$ cat config.mk
export PLATFORM = sky130hd
export DESIGN_NAME = matrix_scan_controller
export DESIGN_NICKNAME = d
export VERILOG_FILES = /design/src/rtl/matrix_scan_controller.sv
export SDC_FILE = /design/constraint.sdc
export NUM_CORES = 1
export LEC_CHECK = 0
export BUFFER_PORTS_ARGS = -buffer_cell sky130_fd_sc_hd__buf_2
export CAP_MARGIN = 15
export CORE_MARGIN = 5
export CORE_UTILIZATION = 48
export DETAILED_ROUTE_END_ITERATION = 7
export PLACE_DENSITY = 0.7
export SLEW_MARGIN = 20
export SYNTH_ARGS = -nofsm -noshare
export SYNTH_HDL_FRONTEND = slang
export SYNTH_SLANG_ARGS = --single-unit
$ cat constraint.sdc
create_clock -name clk -period 2 [get_ports clk]
set_input_delay 0.3 -clock clk [delete_from_list [all_inputs] [get_ports clk]]
set_output_delay 0.3 -clock clk [all_outputs]
set_load 0.005 [all_outputs]
$ cat src/rtl/matrix_scan_controller.sv
// matrix_scan_controller: sequencer for the 2-of-5 column decoder of a
// 5-column LED matrix. Latches a code word, flags codes without exactly
// two ones, and time-multiplexes the columns with a one-cycle blank at
// every column change.
//
// Parameters:
//   DIV        clocks per column dwell (>= 2)
//   BLINK_DIV  frames per blink half-period in ERROR (>= 1, blink only)
//
// Ports:
//   clk         system clock, rising edge
//   reset       synchronous active-high reset
//   code_in     code word, [4]=E1 .. [0]=E5
//   load        one-cycle strobe capturing code_in
//   clear       return to IDLE, clear latched code
//   code_out    latched code to decoder E1..E5
//   enable      decoder enable (low in blank cycle)
//   col_sel     one-hot column select, [4]=C1 .. [0]=C5
//   code_err    latched code does not have exactly two ones
//   frame_tick  pulse in the last cycle of the C5 dwell
//
// Build option:
//   ERROR_BLINK_EN  when defined, ERROR blinks the decoder enable with
//                   a BLINK_DIV-frame half-period.
//
// All outputs are registered; no input reaches an output combinationally.

module matrix_scan_controller #(
    parameter int DIV       = 1000,
    parameter int BLINK_DIV = 50
) (
    input  logic       clk,
    input  logic       reset,
    input  logic [4:0] code_in,
    input  logic       load,
    input  logic       clear,
    output logic [4:0] code_out,
    output logic       enable,
    output logic [4:0] col_sel,
    output logic       code_err,
    output logic       frame_tick
);

    localparam int CW = $clog2(DIV);
    localparam logic [CW-1:0] LAST = CW'(DIV - 1);
    localparam logic [4:0] COL_FIRST = 5'b10000;
    localparam logic [4:0] COL_LAST  = 5'b00001;

    typedef enum logic [1:0] {
        IDLE  = 2'd0,
        SCAN  = 2'd1,
        ERROR = 2'd2
    } state_t;

    state_t        state;
    logic [CW-1:0] cnt;

    logic          code_ok;
    logic          wrap;
    logic          frame_end;
    logic [CW-1:0] cnt_nxt;
    logic [4:0]    col_nxt;
    logic          tick_nxt;
    logic          lit_ok;

    // Scan datapath: next dwell count and column for a running scan.
    always_comb begin
        code_ok   = ($countones(code_in) == 2);
        wrap      = (cnt == LAST);
        frame_end = wrap && (col_sel == COL_LAST);
        cnt_nxt   = wrap ? '0 : cnt + CW'(1);
        // Right rotate: C5 (bit 0) wraps back to C1 (bit 4).
        col_nxt   = wrap ? {col_sel[0], col_sel[4:1]} : col_sel;
        tick_nxt  = (col_nxt == COL_LAST) && (cnt_nxt == LAST);
    end

`ifdef ERROR_BLINK_EN
    localparam int FW = (BLINK_DIV > 1) ? $clog2(BLINK_DIV) : 1;
    localparam logic [FW-1:0] FLAST = FW'(BLINK_DIV - 1);

    logic [FW-1:0] frm_cnt;
    logic          blink_on;
    logic [FW-1:0] frm_nxt;
    logic          blink_nxt;

    // Blink phase only advances while scanning in ERROR; the frame
    // counter toggles the phase after BLINK_DIV completed frames.
    always_comb begin
        frm_nxt   = frm_cnt;
        blink_nxt = blink_on;
        if (state == ERROR && frame_end) begin
            if (frm_cnt == FLAST) begin
                frm_nxt   = '0;
                blink_nxt = ~blink_on;
            end else begin
                frm_nxt = frm_cnt + FW'(1);
            end
        end
        lit_ok = blink_nxt;
    end
`else
    always_comb begin
        lit_ok = 1'b1;
    end
`endif

    always_ff @(posedge clk) begin
        if (reset || clear) begin
            // clear also wins over a simultaneous load.
            state      <= IDLE;
            code_out   <= '0;
            code_err   <= 1'b0;
            col_sel    <= '0;
            cnt        <= '0;
            enable     <= 1'b0;
            frame_tick <= 1'b0;
`ifdef ERROR_BLINK_EN
            frm_cnt    <= '0;
            blink_on   <= 1'b1;
`endif
        end else if (load) begin
            // Any load restarts the frame at C1, blank cycle first.
            state      <= code_ok ? SCAN : ERROR;
            code_out   <= code_in;
            code_err   <= ~code_ok;
            col_sel    <= COL_FIRST;
            cnt        <= '0;
            enable     <= 1'b0;
            frame_tick <= 1'b0;
`ifdef ERROR_BLINK_EN
            frm_cnt    <= '0;
            blink_on   <= 1'b1;
`endif
        end else begin
            case (state)
                SCAN, ERROR: begin
                    cnt        <= cnt_nxt;
                    col_sel    <= col_nxt;
                    enable     <= (cnt_nxt != '0) && lit_ok;
                    frame_tick <= tick_nxt;
`ifdef ERROR_BLINK_EN
                    frm_cnt    <= frm_nxt;
                    blink_on   <= blink_nxt;
`endif
                end
                IDLE: begin
                    cnt        <= '0;
                    col_sel    <= '0;
                    enable     <= 1'b0;
                    frame_tick <= 1'b0;
                end
                default: begin
                    state      <= IDLE;
                    code_out   <= '0;
                    code_err   <= 1'b0;
                    col_sel    <= '0;
                    cnt        <= '0;
                    enable     <= 1'b0;
                    frame_tick <= 1'b0;
                end
            endcase
        end
    end

endmodule

==> After elaboration in Yosys (flattened, before gate mapping) <==
Index checks and enable logic that the tools add are counted.
{ "totals": {"in_bits": 9, "output_inout_bits": 13, "elab_cells": 40, "ff_bits": 25} }
{ "classes": {"muxes": 11, "n_eq_ne": 7, "bitwise_logic": 2, "n_addsub": 5, "reduce_logical": 7} }
{ "op_table": {"columns": ["operator", "count"], "rows": [
  ["2-to-1 mux 5 bit", 5],
  ["== test 10 bit, second input constant", 2],
  ["adder 10 x 1 -> 10 bit, second input constant", 1],
  ["2-to-1 mux 10 bit", 1],
  ["nonzero test 10 bit", 1],
  ["2-to-1 mux 2 bit", 3],
  ["OR reduction 3 bit", 2],
  ["== test 5 x 1 -> 1 bit, second input constant", 1],
  ["adder 1 x 1 -> 2 bit", 2],
  ["adder 3 x 1 -> 4 bit", 1],
  ["== test 4 x 2 -> 1 bit, second input constant", 1],
  ["adder 2 x 2 -> 3 bit", 1],
  ["== test 2 x 1 -> 1 bit, second input constant", 1],
  ["== test 2 bit, second input constant", 1],
  ["zero test 2 bit", 1],
  ["2-to-1 mux 1 bit", 2],
  ["!= test 2 x 1 -> 1 bit, second input constant", 1],
  ["inverter 1 bit", 2],
  ["OR reduction 2 bit", 1],
  ["logical AND 1 bit", 1],
  ["logical OR 1 bit", 1]
]} }

==> Logic depth before layout (Yosys ltp) <==
{ "depth": {"ltp_word": 6, "depth_mapped": 8, "depth_no_buf": 8} }

==> Worst setup path after synthesis <==
No wires, ideal clock.
{ "synth_path": {"path_kind": "input-to-reg", "from": "in code_in[0]", "to": "reg state[0]", "path_slack_ns": 0.120, "arrival_ns": 1.766, "n_path_buf": 0, "stages": 8, "required_ns": 1.886, "setup_time_ns": 0.114, "cell_sequence": "inv_1 > fa_1 > fa_1 > inv_1 > ha_1 > and4b_1 > a21oi_1 > nor2_1"} }
{ "synth_between": {"elab_chain_len": 6} }
{ "synth_rtl": {"columns": ["item", "line_no", "text"], "rows": [
  ["start: declaration", "34", "input logic [4:0] code_in,"],
  ["adder 1 x 1 -> 2 bit (implied by the code)", "68", "code_ok = ($countones(code_in) == 2);"],
  ["adder 2 x 2 -> 3 bit (implied by the code)", "68", null],
  ["adder 3 x 1 -> 4 bit (implied by the code)", "68", null],
  ["== test 4 x 2 -> 1 bit", "68", null],
  ["2-to-1 mux 2 bit", "123", "state <= code_ok ? SCAN : ERROR;"],
  ["2-to-1 mux 2 bit", "121", "end else if (load) begin"],
  ["end signal: assignment", "123", null],
  ["end: declaration", "55", "state_t state;"]
]} }
No other way between the ends.
A chain may end at the register's enable or synchronous reset.

==> Final worst setup path <==
{ "layout_path": {"from": "reg cnt[0]", "to": "reg frame_tick"} }
{ "layout_between": {"elab_chain_len": 4, "elab_cells_between_ends": 7, "cone_classes": "add/sub (1); eq/ne (3); mux (2); reduce/logical (1)"} }
{ "layout_rtl": {"columns": ["item", "line_no", "text"], "rows": [
  ["start: declaration", "56", "logic [CW-1:0] cnt;"],
  ["start signal: assignment", "137", "cnt <= cnt_nxt;"],
  ["adder 10 x 1 -> 10 bit or == test 10 bit (tied branches)", "71, 69", null],
  ["2-to-1 mux 10 bit or 2-to-1 mux 5 bit (tied branches)", "71, 73", null],
  ["== test 10 bit or == test 5 x 1 -> 1 bit (tied branches)", "74", "tick_nxt = (col_nxt == COL_LAST) && (cnt_nxt == LAST);"],
  ["logical AND 1 bit *", "74", null],
  ["end signal: assignment", "140", "frame_tick <= tick_nxt;"],
  ["end: declaration", "41", "output logic frame_tick"]
]} }
Every way passes the cells marked *; elsewhere a longest branch is shown, timed or not.

==> qor.yml <==
logic_synthesis:
  ys_ff_latch: 24
  synth_edf_count: 0
  synth_fp_nets: 163
  avgSynthCellArea_sq_um: 8.87
  ys_warn_count: 0
  synth_ff_type: "dfxtp_1"
  async_flop_share: 0
  postSynthCellCount: 147
  syn_area_sq_um: 1300
  ys_types: 39
  ys_seq_area_frac: 0.369
timing:
  finClkSkew_ns: 0.00909
  slew_viol_final: 0
  setup_violations: 0
  worst_pin_slew_ns: 0.427
  fin_crit_sh: 0.886
  rsz0062_at_grt: "false"
  period_needed_ns: 1.77
  setup_ws_ns: 0.228
  slew_headroom: 0.715
  whs_ns: 0.209
  fmax_mhz: 564
  hold_violations: 0
critical_path:
  r2r_end: "frame_tick"
  r2r_start: "cnt[0]"
  crit_path_max_fanout: 8
  crit_path_end_kind: "register"
  startpoint: "cnt[0]"
  cp-start-kind: "register"
  ff2ff_setup_slack_ns: 0.23
  r2r_cells: 6
  worstPathRequired_ns: 2.24
  critical_path_arrival_ns: 2.01
  crit_type: "register to register"
floorplan:
  num_rows: 18
  coreArea_sq_um: 2540
  initial_utilization: 0.512
  die_h_um: 62.1
  die_area_sq_um: 3860
  io_pins: 22
  die_w_um: 62.1
cells_and_area:
  layout_common_cells: "24 x dfxtp_1, 21 x nor2_1, 21 x buf_2, 15 x a21oi_1, 10 x nand2_1"
  finalNetCount: 185
  drive_above_1_share: 0.226
  final_common_cell: "dfxtp_1"
  areaGrowthSynthToFinish_pct: 12.6
  antenna_cells: 0
power:
  switching_power_mw: 0.194
  p_int_mw: 0.715
  ir_drop_mv: 0.373
  power_frac_seq: 0.538
  combPwrFrac: 0.066
  leakage_nw: 0.635
  pwr-share-clk: 0.396
  switching_share: 0.213
  power.density_nw_per_um2: 620
global_route:
  grt_max_degree: 17
  grt_usage: 0.139
  grt_pass1_vias: 1018
  grt_overflow: 0
  grt_pass1_wl_mm: 4.51
  grt_antenna_before_repair: 0
cts:
  cts_root_buf: "clkbuf_4"
  clkTransAtPathRegs_ns: 0.15
  post_cts_resized: 0
  ctsHoldBuffers: 0
  cts_setup_buffers: 0
  cts_inserted_buffers: 3
  clock_path_buffers: 2
  h-tree-depth: 1
  clk_latency_ns: 0.32
  clock-sinks: 24
  cts_tree: "built"
hold_path:
  hold_path_depth: 3
  min-delay-path-class: "primary input to register"
  hp-start: "code_in[3]"
  hold_end: "code_out[3]"
placed_design:
  numPortBuffers: 21
  place_ws_ns: -0.0694
  hpwl_mm: 1.96
  gp_congestion: 0.773
detailed_routing:
  dr.pass1.iters: 4
  wl_mm: 2.64
  wire_per_inst_um: 13.3
  antenna_left: 0
  drt_iter0_markers: 18
  viasPerCell: 5.45
  drc: 0
  routed-via-count: 1079
status:
  status: "completed"
job:
  cap_viol_max_count: 0
[power groups by stage]
stage	combinational, mW	sequential, mW	clock, mW
final	0.0599	0.490	0.360
after detailed placement	0.0598	0.500	0
after floorplan	0.0382	0.500	0
after global placement	0.0572	0.499	0
after CTS	0.0602	0.490	0.367
after global routing	0.0706	0.491	0.391
[state kept, by name, indices dropped and copies added (netlist names)]
| name | count |
|---|---|
| cnt | 10 |
| code_out | 5 |
| state | 1 |
| col_sel | 5 |
| code_err | 1 |
| enable | 1 |
| frame_tick | 1 |
[kinds of logic after synthesis]
| logic type | after synthesis | share of synthesized area |
|---|---|---|
| AND/OR/NAND/NOR | 67 | 0.310 |
| XOR/XNOR | 6 | 0.0403 |
| multiplexers | 3 | 0.0240 |
| buffers and inverters | 15 | 0.0614 |
| flip-flops | 24 | 0.369 |
| AO/OA/AOI/OAI | 25 | 0.117 |
| adder cells (fa/ha/maj) | 7 | 0.0787 |
[Yosys cell counts (all sizes together), types with 2 or more instances]
master,instances,share of area
nor4b,2,0.013
nor3b,6,0.038
nand4b,2,0.013
clkbuf,2,0.0058
nand4,2,0.021
or3,2,0.0096
nand2,10,0.029
and3,5,0.036
and2,2,0.0096
nand3,5,0.019
inv,9,0.026
o21ai,4,0.015
nor2,21,0.060
xor2,3,0.020
mux2i,2,0.015
dfxtp,24,0.37
fa,2,0.031
xnor2,3,0.020
and4b,3,0.024
buf,4,0.030
nor3,4,0.015
ha,5,0.048
a21oi,15,0.058
[worst max-delay path by stage]
stage / cells after the start / end / slack [ns]
after floorplan: 8 / state[0] / 0.12
after global placement: 9 / state[0] / -0.02
after detailed placement: 9 / state[0] / -0.07
after CTS: 6 / frame_tick / 0.21
after global routing: 6 / enable / 0.1
final: 6 / frame_tick / 0.23
[layout make-up]
cell class,count,area (sq um)
sequential,24,480
timing repair buffer,23,120
multi-input combinational,108,743
tap,30,37.5
inverter,9,33.8
clock buffer,3,22.5
fill,243,1080
clock inverter,1,30.0
[metal layers]
layer  global-route usage  wire [um]
met2                0.203       1130
met3               0.0270        117
met4               0.0732         52
met1                0.192       1350
met5                    0          0
[critical path, stage by stage, from the launching register on]
cell	delay (ns)
dfxtp_1	0.48
ha_1	0.25
and3_4	0.23
and3_4	0.22
a21oi_1	0.08
o221a_4	0.26
and4b_1	0.17
[metrics by stage]
| stage | power (mW) | utilization | instance area, sq um | setup TNS (ns) | cells |
|---|---|---|---|---|---|
| 2_1_floorplan | 0.538 | - | 1300 | 0 | 147 |
| 6_report | 0.909 | 0.577 | 1470 | 0 | 198 |
| 4_1_cts | 0.917 | 0.577 | 1470 | 0 | 198 |
| 3_5_place_dp | 0.560 | 0.556 | 1420 | -0.0954 | 194 |
| 3_3_place_gp | 0.557 | 0.556 | 1420 | -0.0193 | 194 |
| 5_1_grt | 0.952 | 0.577 | 1470 | 0 | 198 |
Power figures use the tool's default switching activity.
